File: config.mk
export PLATFORM = sky130hd
export DESIGN_NAME = uart_rx
export DESIGN_NICKNAME = d
export VERILOG_FILES = /design/src/rtl/uart_pkg.sv /design/src/rtl/uart_sync2.sv /design/src/rtl/uart_rx.sv
export SDC_FILE = /design/constraint.sdc
export NUM_CORES = 1
export LEC_CHECK = 0
export CAP_MARGIN = 25
export CORE_MARGIN = 8
export CORE_UTILIZATION = 40
export CTS_BUF_LIST = sky130_fd_sc_hd__clkbuf_4 sky130_fd_sc_hd__clkbuf_8
export CTS_CLUSTER_DIAMETER = 200
export DETAILED_ROUTE_END_ITERATION = 6
export GPL_ROUTABILITY_DRIVEN = 0
export GPL_TIMING_DRIVEN = 0
export PLACE_DENSITY = 0.6
export SLEW_MARGIN = 40
export SYNTH_ARGS = -nofsm -noshare
export SYNTH_HDL_FRONTEND = slang
export SYNTH_SLANG_ARGS = --single-unit
File: constraint.sdc
create_clock -name clk -period 2.59 [get_ports clk]
set_input_delay 0.518 -clock clk [delete_from_list [all_inputs] [get_ports clk]]
set_output_delay 0.518 -clock clk [all_outputs]
set_load 0.02 [all_outputs]
File: src/rtl/uart_pkg.sv
`default_nettype none
// ----------------------------------------------------------------------------
// uart_pkg : frame-level types and constants shared by the 8N1 UART blocks
// Revision : 1.0
// ----------------------------------------------------------------------------
package uart_pkg;

  typedef enum logic [1:0] {
    IDLE  = 2'd0,
    START = 2'd1,
    DATA  = 2'd2,
    STOP  = 2'd3
  } state_t;

  localparam int DATA_BITS = 8;

endpackage
`default_nettype wire

File: src/rtl/uart_sync2.sv
`default_nettype none
// ----------------------------------------------------------------------------
// uart_sync2 : two-flop synchronizer with programmable reset value
// Revision   : 1.0
// ----------------------------------------------------------------------------
module uart_sync2 #(
  parameter logic RESET_VAL = 1'b1
) (
  input  logic clk,
  input  logic reset,
  input  logic i_d,
  output logic o_q
);

  logic r_s1;
  logic r_s2;

  always_ff @(posedge clk) begin
    if (!reset) begin
      r_s1 <= RESET_VAL;
      r_s2 <= RESET_VAL;
    end else begin
      r_s1 <= i_d;
      r_s2 <= r_s1;
    end
  end

  assign o_q = r_s2;

endmodule
`default_nettype wire

File: src/rtl/uart_rx.sv
`default_nettype none
// ----------------------------------------------------------------------------
// uart_rx  : 8N1 UART receiver with oversampled mid-bit sampling, false-start
//            rejection, frame-error and sticky overrun reporting
// Revision : 1.0
// ----------------------------------------------------------------------------
module uart_rx
  import uart_pkg::*;
#(
  parameter int OVERSAMPLE = 16
) (
  input  logic                 clk,
  input  logic                 reset,
  input  logic                 rx_en,
  input  logic                 rx_in,
  input  logic                 read_en,
  output logic [DATA_BITS-1:0] rx_data,
  output logic                 rx_ready,
  output logic                 frame_err,
  output logic                 overrun,
  output logic                 busy
);

  localparam int TW = $clog2(OVERSAMPLE);
  localparam int IW = $clog2(DATA_BITS);
  localparam logic [TW-1:0] c_START_TGT = TW'(OVERSAMPLE / 2 - 1);
  localparam logic [TW-1:0] c_BIT_TGT   = TW'(OVERSAMPLE - 1);
  localparam logic [IW-1:0] c_LAST_IDX  = IW'(DATA_BITS - 1);

  logic                 w_rx_s;
  logic                 w_tick_hit;
  state_t               r_state;
  logic [TW-1:0]        r_tick;
  logic [IW-1:0]        r_idx;
  logic [DATA_BITS-1:0] r_shift;
  logic                 r_disarm;
  logic [DATA_BITS-1:0] r_data;
  logic                 r_ready;
  logic                 r_ferr;
  logic                 r_ovr;

  uart_sync2 #(.RESET_VAL(1'b1)) u_sync (
    .clk   (clk),
    .reset (reset),
    .i_d   (rx_in),
    .o_q   (w_rx_s)
  );

  // START samples half a bit in; DATA and STOP sample one full bit apart.
  assign w_tick_hit = (r_tick == ((r_state == START) ? c_START_TGT : c_BIT_TGT));

  always_ff @(posedge clk) begin
    if (!reset) begin
      r_state  <= IDLE;
      r_tick   <= '0;
      r_idx    <= '0;
      r_shift  <= '0;
      r_disarm <= 1'b0;
      r_data   <= '0;
      r_ready  <= 1'b0;
      r_ferr   <= 1'b0;
      r_ovr    <= 1'b0;
    end else begin
      if (read_en) begin
        r_ready <= 1'b0;
        r_ferr  <= 1'b0;
        r_ovr   <= 1'b0;
      end
      if (rx_en) begin
        unique case (r_state)
          IDLE: begin
            if (!w_rx_s) begin
              r_state <= START;
              r_tick  <= '0;
            end
          end
          START: begin
            if (w_tick_hit) begin
              if (w_rx_s) begin
                r_state <= IDLE;
              end else begin
                r_state <= DATA;
                r_tick  <= '0;
                r_idx   <= '0;
              end
            end else begin
              r_tick <= r_tick + TW'(1);
            end
          end
          DATA: begin
            if (w_tick_hit) begin
              r_shift[r_idx] <= w_rx_s;
              r_tick         <= '0;
              if (r_idx == c_LAST_IDX) r_state <= STOP;
              else                     r_idx   <= r_idx + IW'(1);
            end else begin
              r_tick <= r_tick + TW'(1);
            end
          end
          STOP: begin
            // A low stop bit parks here until the line recovers, so a break yields one frame.
            if (r_disarm) begin
              if (w_rx_s) begin
                r_state  <= IDLE;
                r_disarm <= 1'b0;
              end
            end else if (w_tick_hit) begin
              r_data  <= r_shift;
              r_ready <= 1'b1;
              r_ferr  <= ~w_rx_s;
              r_ovr   <= (r_ovr | r_ready) & ~read_en;
              if (w_rx_s) r_state  <= IDLE;
              else        r_disarm <= 1'b1;
            end else begin
              r_tick <= r_tick + TW'(1);
            end
          end
          default: r_state <= IDLE;
        endcase
      end
    end
  end

  assign rx_data   = r_data;
  assign rx_ready  = r_ready;
  assign frame_err = r_ferr;
  assign overrun   = r_ovr;
  assign busy      = (r_state != IDLE);

endmodule
`default_nettype wire
==> flow_summary.json <==
{
  "cts_buffer_depth": 2,
  "r2r-end": "r_shift[4]$_SDFFE_PN0P_",
  "num_vias": 1244,
  "final.setup_skew_ns": 0.009380,
  "r2r_start": "r_tick[0]$_SDFFE_PN0P_",
  "syn_to_final_growth_pct": 20.66,
  "via_per_inst": 5.271,
  "htreeDepth": 2,
  "required_ns": 2.07,
  "async_reset_ff_share_pct": 0,
  "p_int_uw": 742.9,
  "syn_nets": 174,
  "die_width_microns": 76.65,
  "insertion_delay_ns": 0.28,
  "grtUsageTotal_pct": 11.57,
  "combPwrFrac_pct": 3.8,
  "drtIter0Drc": 96,
  "netlist_instances": 166,
  "grt.overflow.total": 0,
  "p_per_area_mw_per_mm2": 531.1,
  "cts_tree": "built",
  "reg2reg_slack_ns": 0.88,
  "final_nets": 195,
  "maxSlewHeadroom_pct": 66.08,
  "grt_max_degree": 11,
  "tns_ns": 0,
  "drtPass1Iterations": 4,
  "endpoint_kind": "output pin",
  "worst_pin_slew_ns": 0.5088,
  "diodes": 0,
  "antenna_found_initial": 0,
  "ys_seq_elements": 31,
  "numCtsBuffers": 5,
  "post-cts-setup-buffers": 0,
  "rr_worst_depth": 5,
  "seq_area_frac_synth_pct": 42.18,
  "hold_violations": 0,
  "p_sw_uw": 200.0,
  "rsz0062_at_grt": "no",
  "worst-setup-path-type": "flip-flop to output pin",
  "finalCritPeriodShare_pct": 83.87,
  "wl_per_cell_microns": 13.62,
  "num_rows": 22,
  "placed_cell_area_sq_mm": 0.001672,
  "cp_data_arrival_time_ns": 1.65,
  "drc": 0,
  "clkPwrFrac_pct": 45.4,
  "slew_viol_final": 0,
  "die_h_microns": 76.65,
  "drtAntennaViolNets": 0,
  "hold_path.class": "flip-flop to flip-flop",
  "wirelength_mm": 3.214,
  "synth_edf_count": 0,
  "clk_pin_slew_ns": 0.07,
  "ys_types": 44,
  "cts_root_buf": "clkbuf_8",
  "holdWs_ns": 0.4245,
  "post-route-cell-area_sq_mm": 0.001775,
  "placed_cells": 228,
  "synth_ff_type": "dfxtp_1",
  "status": "finished clean",
  "hpwl_mm": 2.338,
  "synth.avg_cell_area_sq_um": 8.864,
  "p_leak_uw": 0.0006597,
  "worstSetupEndpoint": "busy",
  "io_buffers": 14,
  "maxCapViolations": 0,
  "grt_pass1_vias": 1223,
  "ctsResizeCount": 0,
  "pwr-share-seq_pct": 50.9,
  "ioPinCount": 17,
  "swShare_pct": 21.21,
  "initial_core_util_pct": 40.80,
  "dieArea_sq_mm": 0.005875,
  "min_from": "u_sync.r_s1$_SDFF_PN1_",
  "netlist_area_sq_mm": 0.001471,
  "fin_cells": 236,
  "core_area_sq_mm": 0.003606,
  "grt_pass1_wl_mm": 5.623,
  "cp-start-kind": "flip-flop",
  "final-setup-viol-count": 0,
  "finalCriticalPeriod_ns": 2.172,
  "drive_gt1_share_pct": 13.83,
  "startpoint": "r_state[0]$_SDFFE_PN0P_",
  "yosysWarningCount": 0,
  "vdd_drop_max_uv": 350.2,
  "hold_buffers": 0,
  "cp_max_fo": 10,
  "clock_sinks": 31,
  "fmax_ghz": 0.4603
}
-- worst max-delay path, cell delays in order, from the launching register on --
cell and delay [ns]:
dfxtp_1 0.33, buf_2 0.18, or2_2 0.31, clkdlybuf4s50_1 0.55
-- power groups by stage --
stage	sequential, uW	combinational, uW	clock, uW
after CTS	480	36.0	432
after global routing	480	39.9	452
after floorplan	490	23.4	0
after global placement	490	35.0	0
final	480	35.4	428
after detailed placement	491	35.8	0
-- worst min path at each step --
stage                     slack (ns)  depth (start not counted)                     to
after global placement          0.40                          1  u_sync.o_q$_SDFF_PN1_
after floorplan                 0.39                          1  u_sync.o_q$_SDFF_PN1_
after global routing            0.46                          1  u_sync.o_q$_SDFF_PN1_
final                           0.42                          1  u_sync.o_q$_SDFF_PN1_
after detailed placement        0.41                          1  u_sync.o_q$_SDFF_PN1_
after CTS                       0.43                          1  u_sync.o_q$_SDFF_PN1_
-- registers in the layout, summed over array words and instances (netlist names), named ones only --
name / flops
r_shift: 8
rx_data: 8
r_tick: 4
r_idx: 3
frame_err: 1
overrun: 1
r_disarm: 1
r_state: 1
rx_ready: 1
u_sync.o_q: 1
u_sync.r_s1: 1
-- layer usage --
layer  track usage, %  part of all wire, %
met4            5.962                  2.3
met5                0                    0
met2            18.51                   46
met1            13.37                   47
met3            3.963                  4.7
-- synthesized netlist by cell type, types with 2 or more instances --
cell type  number  area (sq um)
dfxtp_1        31         620.6
and2_1          2         12.51
o21ai_1         8         40.04
clkbuf_1        6         22.52
nand3b_1        2         15.01
nor3_2          2         20.02
o211ai_1        4         30.03
nand3_1        13         65.06
mux2i_1         9         90.09
nor3b_2         2         25.02
o21ai_0         3         15.01
ha_1            3         37.54
nand2_1        24         90.09
nor2_1         10         37.54
nor2b_1         3         18.77
nand2b_1        5         31.28
a21oi_1         5         25.02
o22ai_1         3         18.77
buf_2           4         20.02
inv_1           3         11.26
-- cell type report --
class	instances	area (sq um)
buffer	12	53.80
clock buffer	8	103.9
fill	343	1831
inverter	3	11.26
multi-input combinational	120	785.8
sequential	31	620.6
tap	48	60.06
timing repair buffer	14	140.1
-- per-stage QoR --
step / setup WS (ns) / util (%) / total power, uW
floorplan: 1.065 / - / 513.6
global route: 0.3277 / 49.24 / 971.4
CTS: 0.4073 / 49.24 / 948.3
detailed placement: 0.7176 / 46.36 / 526.3
global placement: 0.7271 / 46.36 / 525.5
finish: 0.4176 / 49.24 / 942.9
-- layout by cell type (no fill, tap or decap), drive strengths merged, types with 6 or more instances in the layout --
cell type and count:
nand3 13, mux2i 9, buf 6, a21oi 6, clkbuf 14, nor2 10, clkdlybuf4s50 14, dfxtp 31
nand2 24, o21ai 11
-- cells by family (layout without fill, tap and decap cells) --
| kind of cell | Yosys count | in the layout | synth area share [%] |
|---|---|---|---|
| compound gates | 33 | 33 | 15.14 |
| fa+ha+maj | 3 | 3 | 2.551 |
| buf+inv | 15 | 37 | 4.422 |
| flops | 31 | 31 | 42.18 |
| mux | 9 | 9 | 6.123 |
| simple gates | 75 | 75 | 29.59 |
Note: power is estimated with default switching activity, not from simulation.
